**config.mk**
```make
export PLATFORM = sky130hd
export DESIGN_NAME = serial_adder
export DESIGN_NICKNAME = d
export VERILOG_FILES = /design/src/rtl/serial_adder.sv
export SDC_FILE = /design/constraint.sdc
export NUM_CORES = 1
export LEC_CHECK = 0
export ABC_AREA = 1
export CORE_ASPECT_RATIO = 0.6
export CORE_UTILIZATION = 56
export DETAILED_ROUTE_END_ITERATION = 10
export PLACE_DENSITY_LB_ADDON = 0.3
export SLEW_MARGIN = 20
export SYNTH_ARGS = -nofsm -noshare
export SYNTH_HDL_FRONTEND = slang
export SYNTH_SLANG_ARGS = --single-unit
export TNS_END_PERCENT = 100
```
**constraint.sdc**
```tcl
create_clock -name clk -period 2.9 [get_ports clk]
set_input_delay 0.725 -clock clk [delete_from_list [all_inputs] [get_ports clk]]
set_output_delay 0.725 -clock clk [all_outputs]
set_load 0.05 [all_outputs]
```
**src/rtl/serial_adder.sv**
```systemverilog
// serial_adder: bit-serial LSB-first adder around a single full_adder with a carry flop.
module full_adder (
  input  logic a,
  input  logic b,
  input  logic c,
  output logic s,
  output logic co
);
  assign s  = a ^ b ^ c;
  assign co = (a & b) | (c & (a ^ b));
endmodule

module serial_adder #(
  parameter int WIDTH = 8
) (
  input  logic             clk,
  input  logic             rst,
  input  logic             start,
  input  logic [WIDTH-1:0] a,
  input  logic [WIDTH-1:0] b,
  input  logic             cin,
  output logic             busy,
  output logic             done,
  output logic [WIDTH-1:0] sum,
  output logic             cout
);
  localparam int CW = WIDTH > 1 ? $clog2(WIDTH) : 1;
  typedef enum logic [1:0] {IDLE, RUN, DONE} state_t;
  state_t           state;
  logic [WIDTH-1:0] sh_a, sh_b, acc, acc_nxt;
  logic [CW-1:0]    cnt;
  logic             carry, fa_sum, fa_carry;
  full_adder u_fa (.a(sh_a[0]), .b(sh_b[0]), .c(carry), .s(fa_sum), .co(fa_carry));
  // shift form keeps WIDTH=1 legal: the new bit lands in the MSB
  assign acc_nxt = (acc >> 1) | (WIDTH'(fa_sum) << (WIDTH - 1));
  assign busy    = state == RUN;
  assign done    = state == DONE;
  always_ff @(posedge clk) begin
    if (rst) begin
      state <= IDLE;
      sh_a  <= '0;
      sh_b  <= '0;
      acc   <= '0;
      carry <= 1'b0;
      cnt   <= '0;
      sum   <= '0;
      cout  <= 1'b0;
    end else if (state == IDLE) begin
      if (start) begin
        sh_a  <= a;
        sh_b  <= b;
        carry <= cin;
        cnt   <= '0;
        acc   <= '0;
        state <= RUN;
      end
    end else if (state == RUN) begin
      acc   <= acc_nxt;
      sh_a  <= sh_a >> 1;
      sh_b  <= sh_b >> 1;
      carry <= fa_carry;
      cnt   <= cnt + 1'b1;
      if (cnt == CW'(WIDTH - 1)) begin
        sum   <= acc_nxt;
        cout  <= fa_carry;
        state <= DONE;
      end
    end else begin
      state <= IDLE;
    end
  end
endmodule

```
== Word level (Yosys, flattened, before mapping) ==
Index checks and enable logic that the tools add are counted.

* Output and inout bits: 11
* Bits of input ports: 20
* Bits in registers: 39

* $add $sub $neg: 1
* Reductions and logical operators: 5
* Eq/ne operators: 5
* Muxes and demuxes: 19
* Bitwise operators: 7

{| class="wikitable"
|+ Operators by type and width
! kind !! count
|-
| 8-bit two-way mux || 9
|-
| 3-bit two-way mux || 3
|-
| 2-bit two-way mux || 4
|-
| 7-bit by 8-bit OR with 8-bit output || 1
|-
| 2-bit AND reduction || 2
|-
| 3-bit by 1-bit adder with 3-bit output, second input constant || 1
|-
| 3-bit equality test, second input constant || 1
|-
| 1-bit two-way mux || 3
|-
| 3-bit by 1-bit != test with 1-bit output, second input constant || 1
|-
| 3-bit AND reduction || 1
|-
| 1-bit bitwise AND || 2
|-
| 2-bit by 1-bit equality test with 1-bit output, second input constant || 1
|-
| 2-bit equality test, second input constant || 1
|-
| 2-bit zero test || 1
|-
| 2-bit != test, second input constant || 1
|-
| 2-bit nonzero test || 1
|-
| 1-bit XOR || 2
|-
| 1-bit NOT || 1
|-
| 1-bit OR || 1
|}

== Logic depth before layout (Yosys ltp) ==
Gate-level depths: netlist (run 1).

* Depth in word-level cells: 5
* Depth in mapped cells: 8
* Gate-level depth less buffers: 6

== By module ==
A second synthesis (run 1) with hierarchy kept.

* Cell total of the unflattened synthesis: 239
* Area, all modules: 1,701.6 um2

{| class="wikitable"
|+ By module, submodules not included
! module !! area each (um2) !! cells each !! times used !! sequential area each (um2)
|-
| serial_adder || 1,681.6 || 238 || 1 || 760.7
|-
| full_adder || 20.0 || 1 || 1 || 0.0
|}

== Worst setup path before layout (run 1) ==
OpenSTA, ideal clock, no wires.

* Path kind: flip-flop to output port
* Start point: reg state[0]
* End point: out done
* Stages on the path, launching flop included: 4
* Data arrival time: 1.246 ns
* Setup slack: 0.929 ns
* Cell sequence: dfxtp_1 > buf_6 > clkbuf_2 > nor2_1

* Cells in the longest elaborated chain, start to end: 1

{| class="wikitable"
|+ RTL lines
! what !! line !! source
|-
| start, declared || 29 || <nowiki>state_t state;</nowiki>
|-
| start signal, assigned || 40 || <nowiki>state <= IDLE;</nowiki>
|-
| start signal, assigned || 55 || <nowiki>state <= RUN;</nowiki>
|-
| start signal, assigned || 66 || <nowiki>state <= DONE;</nowiki>
|-
| 2-bit equality test || 37 || <nowiki>assign done = state == DONE;</nowiki>
|-
| end, declared || 23 || <nowiki>output logic done,</nowiki>
|}

Every way passes these cells.

== Final worst setup path (run 1) ==
* Start point: reg state[1]
* End point: out done

The elaborated chain is that of the path after synthesis.

==> qor.txt, run 1 <==
status: finished clean
Post-route DRC: 0
largest net degree at the start of global routing: 28
Final Hold Vio Count: 0
Final Cycle Share: 79.7%
top cells by area, synth: dfxtp_1, nand2_1, nor2_1
Hold Buf Count CTS: 0
Antenna Nets Post-Route: 0
CP startpoint: state[1]
Via density: 4.68
Post-DP Area: 0.00206 mm^2
Synth area leader: dfxtp_1
wl on met1: 1740 um
CP peak stage delay: 0.81 ns
CTS buffer count: 5
Root Driver: clkbuf_8
# port buffers: 30
Design Area, Final: 0.00214 mm^2
synthesized area: 0.00177 mm^2
Clock Latency Late Sink: 0.29 ns
Nets: 306
WHS: 0.461 ns
die area: 0.00340 mm^2
Die Height: 45.5 um
slowest CP cell: clkdlybuf4s50_1
CP cell instances: inv_2, nor2_1, clkdlybuf4s50_1
Setup crit start kind: register
Die X: 74.6 um
Min-Delay Startpoint: sh_b[7]
leading cell type in the layout, fill and taps excluded: nand2_1
Total Neg Setup Slack: 0 ns
Mapped Cells: 256
Worst Skew: 0.00414 ns
Slew HR: 66.0%
grt total ovfl: 0
post-placement setup slack: 0.766 ns
synthesis-to-finish area growth: 21.0%
global-route wire length before repair: 5620 um
pwr/cell area: 496 mW/mm^2
final worst setup slack: 0.590 ns
DR vias: 1521
Synth top area share: 43.0%
peak supply drop: 0.000309 V
worst min path class: reg2reg
post-route minimum period: 2.31 ns
MaxCap Viol Count: 0
top layer in use: met4
Reg clk slew, reported paths: 0.07 ns
Slew Viols, Final: 0
post-synthesis sequential area ratio: 43.0%
Netlist cell types: 19
WL final: 3350 um
Worst R2R Start: state[0]
CP required: 2.17 ns
core box area: 0.00293 mm^2
critical path class: reg2out
met3 wire len: 133 um
Critical Path End Type: output pin
CTS resizes: 0
FMAX: 433 MHz
Final Instance Count excl. Fillers: 325
RD Place Congestion: 0.789
CTS tree: built
register bit count reported by yosys: 38
Final setup violation count: 0
Top Ports: 31
hpwl dp: 2220 um
critical path arrival: 1.59 ns
row count: 15
metal2 WL: 1440 um
Worst Max-Slew Pin Slew: 0.508 ns
CTS Buffer Depth: 2
antenna violations before repair: 0
GRT Util Overall: 22.5%
RSZ-0062 raised after global routing: no
Starting Density: 60.4%
Syn. warnings: 0
P_leak: 0.996 nW
CTS H-tree lvls: 2
WP buf/inv: 2
Avg Inst Size Synth: 6.91 um^2
drt first-iter violations: 115
Ant. Diodes: 0
layout cells sized above 1: 7.07%
vias in the first global route: 1295
overall power: 1.06 mW
Worst Path Max Fanout: 2
family with the most delay on the worst path: buffers and inverters
wire per inst: 10.3 um
placed cells: 318
Post-CTS Setup Inserts: 0
fillers: 262
drt pass-1 iters: 4
clk sinks: 38
post-synth net total: 279
most frequent cells in the layout: nand2_1, dfxtp_1, nor2_1
Core Util, Final: 73.1%
cells by family after synthesis:
group           synth area share (%)
simple gates                    35.1
fa+ha+maj                       2.55
flops                           43.0
buf+inv                         10.5
compound gates                  8.84
Yosys cell counts (all sizes together):
| cell | number |
|---|---|
| a21oi | 12 |
| buf | 9 |
| clkbuf | 5 |
| dfxtp | 38 |
| fa | 1 |
| ha | 2 |
| inv | 22 |
| nand2 | 101 |
| nand3 | 9 |
| nor2 | 40 |
| o21ai | 17 |
metal layers:
layer	vias to the layer above	GRT usage, %
met2	29	36.0
met3	5	5.97
met1	652	29.6
li1	835	-
met4	0	8.30
met5	-	0
registers in the layout, indices dropped and copies added, names as in the netlist:
name   flops
acc        7
carry      1
cnt        3
cout       1
sh_a       8
sh_b       8
state      2
sum        8
where the power goes:
group          switching, mW  internal [mW]
Sequential            0.0135          0.547
Combinational         0.0896         0.0695
Clock                  0.180          0.161
Total                  0.283          0.778
worst paths after layout:
kind	to	slack (ns)	cells after the start
worst min-delay path	sh_b[7]	0.46	2
worst min register to register	sh_b[7]	0.46	2
worst max register to register	sh_a[2]	1.46	6
worst max-delay path	done	0.59	3
final cells by class:
| cell class | instances | area [um^2] | area share (%) |
|---|---|---|---|
| Clock buffer | 5 | 68.8 | 3.21 |
| Clock inverter | 2 | 10.0 | 0.468 |
| Inverter | 22 | 85.1 | 3.97 |
| Multi-Input combinational cell | 182 | 823 | 38.5 |
| Sequential cell | 38 | 761 | 35.5 |
| Tap cell | 42 | 52.6 | 2.45 |
| Timing Repair Buffer | 34 | 340 | 15.9 |
tightest hold or removal path, cell delays in order, from the launching register on:
cell and delay, ns:
dfxtp_1 0.31, nand2_1 0.06, a21oi_1 0.05
(Power assumes the default switching activity.)
==> inputs of run 2 (changes only) <==
--- a/config.mk
+++ b/config.mk
@@ -7,7 +7,7 @@
 export LEC_CHECK = 0
 export ABC_AREA = 1
 export CORE_ASPECT_RATIO = 0.6
-export CORE_UTILIZATION = 56
+export CORE_UTILIZATION = 52
 export DETAILED_ROUTE_END_ITERATION = 10
 export PLACE_DENSITY_LB_ADDON = 0.3
 export SLEW_MARGIN = 20
==> constraint.sdc (replaced) <==
create_clock -name clk -period 2.3 [get_ports clk]
set_input_delay 0.575 -clock clk [delete_from_list [all_inputs] [get_ports clk]]
set_output_delay 0.575 -clock clk [all_outputs]
set_load 0.05 [all_outputs]
==> run 2 against run 1 <==
Effect of this change:
- clock skew decreased by 0.00056 ns
- clock power is 31% higher
- sequential cell count unchanged
- global-route usage is 1.8 points lower
- largest cell class unchanged
- cell count decreased by 0.31%
==> qor.txt, run 2 (same netlist as run 1, synthesis figures left out) <==
row count: 15
RSZ-0062 raised after global routing: no
Flop pwr share: 52.2%
Via density: 4.69
clock share of power: 32.8%
Worst Max-Slew Pin Slew: 0.509 ns
CTS tree: built
final worst setup slack: 0.297 ns
synthesis-to-finish area growth: 22.5%
Antenna Nets Post-Route: 0
CTS buffer count: 5
CP Depth: 1
grt total ovfl: 0
Slew HR: 66.0%
CP required: 1.73 ns
core box area: 0.00304 mm^2
Ant. Diodes: 0
vias in the first global route: 1274
Comb pwr share: 15.0%
Worst Skew: 0.00359 ns
global-route wire length before repair: 5730 um
Final Hold Vio Count: 0
wire per inst: 10.5 um
RD Place Congestion: 0.808
CTS Buffer Depth: 2
drt first-iter violations: 57
Sw Share: 25.5%
GRT Util Overall: 20.7%
slowest CP cell: clkdlybuf4s50_1
DR vias: 1520
most frequent cells in the layout: nand2_1, dfxtp_1, nor2_1
post-route minimum period: 2.00 ns
Final Cycle Share: 87.1%
worst min path class: reg2reg
P_leak: 1.00 nW
Regs by FF count: sh_a (8), sh_b (8), sum (8)
die area: 0.00365 mm^2
Worst Path Max Fanout: 2
status: finished clean
CTS resizes: 0
CP peak stage delay: 0.81 ns
Top Ports: 31
critical path arrival: 1.43 ns
Critical Path End Type: output pin
R2R depth: 6
clk sinks: 38
Clock Latency Late Sink: 0.28 ns
FMAX: 499 MHz
hpwl dp: 2280 um
MaxCap Viol Count: 0
CP cell instances: clkdlybuf4s50_1
internal power: 1.01 mW
largest net degree at the start of global routing: 43
Final Instance Count excl. Fillers: 324
Starting Density: 58.2%
pwr/cell area: 628 mW/mm^2
peak supply drop: 0.000415 V
WHS: 0.466 ns
Hold Buf Count CTS: 0
Root Driver: clkbuf_8
leading cell type in the layout, fill and taps excluded: nand2_1
WL final: 3400 um
WP buf/inv: 1
critical path class: reg2out
Post-route DRC: 0
antenna violations before repair: 0
placed cells: 318
Die X: 77.3 um
Final setup violation count: 0
post-placement setup slack: 0.521 ns
layout cells sized above 1: 7.09%
switching power: 0.347 mW
family with the most delay on the worst path: buffers and inverters
Die Height: 47.2 um
CTS H-tree lvls: 2
Setup crit start kind: register
Reg clk slew, reported paths: 0.07 ns
Slew Viols, Final: 0
Worst Hold Depth: 2
# port buffers: 30
drt pass-1 iters: 4
Nets: 306
Post-CTS Setup Inserts: 0
Total Neg Setup Slack: 0 ns
## run 2: changes by cell type in the layout (fill, tap and decap cells not counted)
cell             delta
buf_12              +2
buf_4               -1
clkbuf_8            +1
clkdlybuf4s50_1     -1
clkinv_2            -2
## run 2: routing by layer
| layer | vias up | track usage (%) | routed length (um) | part of all wire, % |
|---|---|---|---|---|
| met5 | - | 0 | 0 | 0 |
| met4 | 0 | 5.66 | 28 | 0.82 |
| met3 | 4 | 6.41 | 200 | 5.9 |
| met2 | 38 | 32.6 | 1420 | 42 |
| met1 | 647 | 28.2 | 1750 | 51 |
| li1 | 831 | - | - | - |
## run 2: through the flow
| step | total power [mW] | instance area [um^2] | util, % |
|---|---|---|---|
| global placement | 0.924 | 2080 | 68.6 |
| detailed placement | 0.929 | 2080 | 68.6 |
| CTS | 1.37 | 2170 | 71.3 |
| floorplan | 0.866 | 1770 | - |
| finish | 1.36 | 2170 | 71.3 |
| global route | 1.43 | 2170 | 71.3 |
## run 2: layout make-up
class / count / area, um^2
Sequential cell: 38 / 761
Inverter: 22 / 85.1
Timing Repair Buffer: 34 / 363
Multi-Input combinational cell: 182 / 823
Clock buffer: 6 / 82.6
Tap cell: 42 / 52.6
Fill cell: 266 / 873
## run 2: path summary, 6_finish.rpt
check	start	endpoint	slack [ns]
max	sum[4]	sum[4]	0.30
min	acc[4]	sum[3]	0.47
max reg2reg	state[0]	sum[4]	0.91
min reg2reg	acc[4]	sum[3]	0.47
## run 2: power groups by stage
| stage | sequential [mW] | clock [mW] | combinational [mW] |
|---|---|---|---|
| final | 0.710 | 0.446 | 0.204 |
| after global routing | 0.714 | 0.477 | 0.235 |
| after CTS | 0.710 | 0.453 | 0.204 |
| after detailed placement | 0.725 | 0 | 0.203 |
| after global placement | 0.724 | 0 | 0.201 |
| after floorplan | 0.718 | 0 | 0.148 |
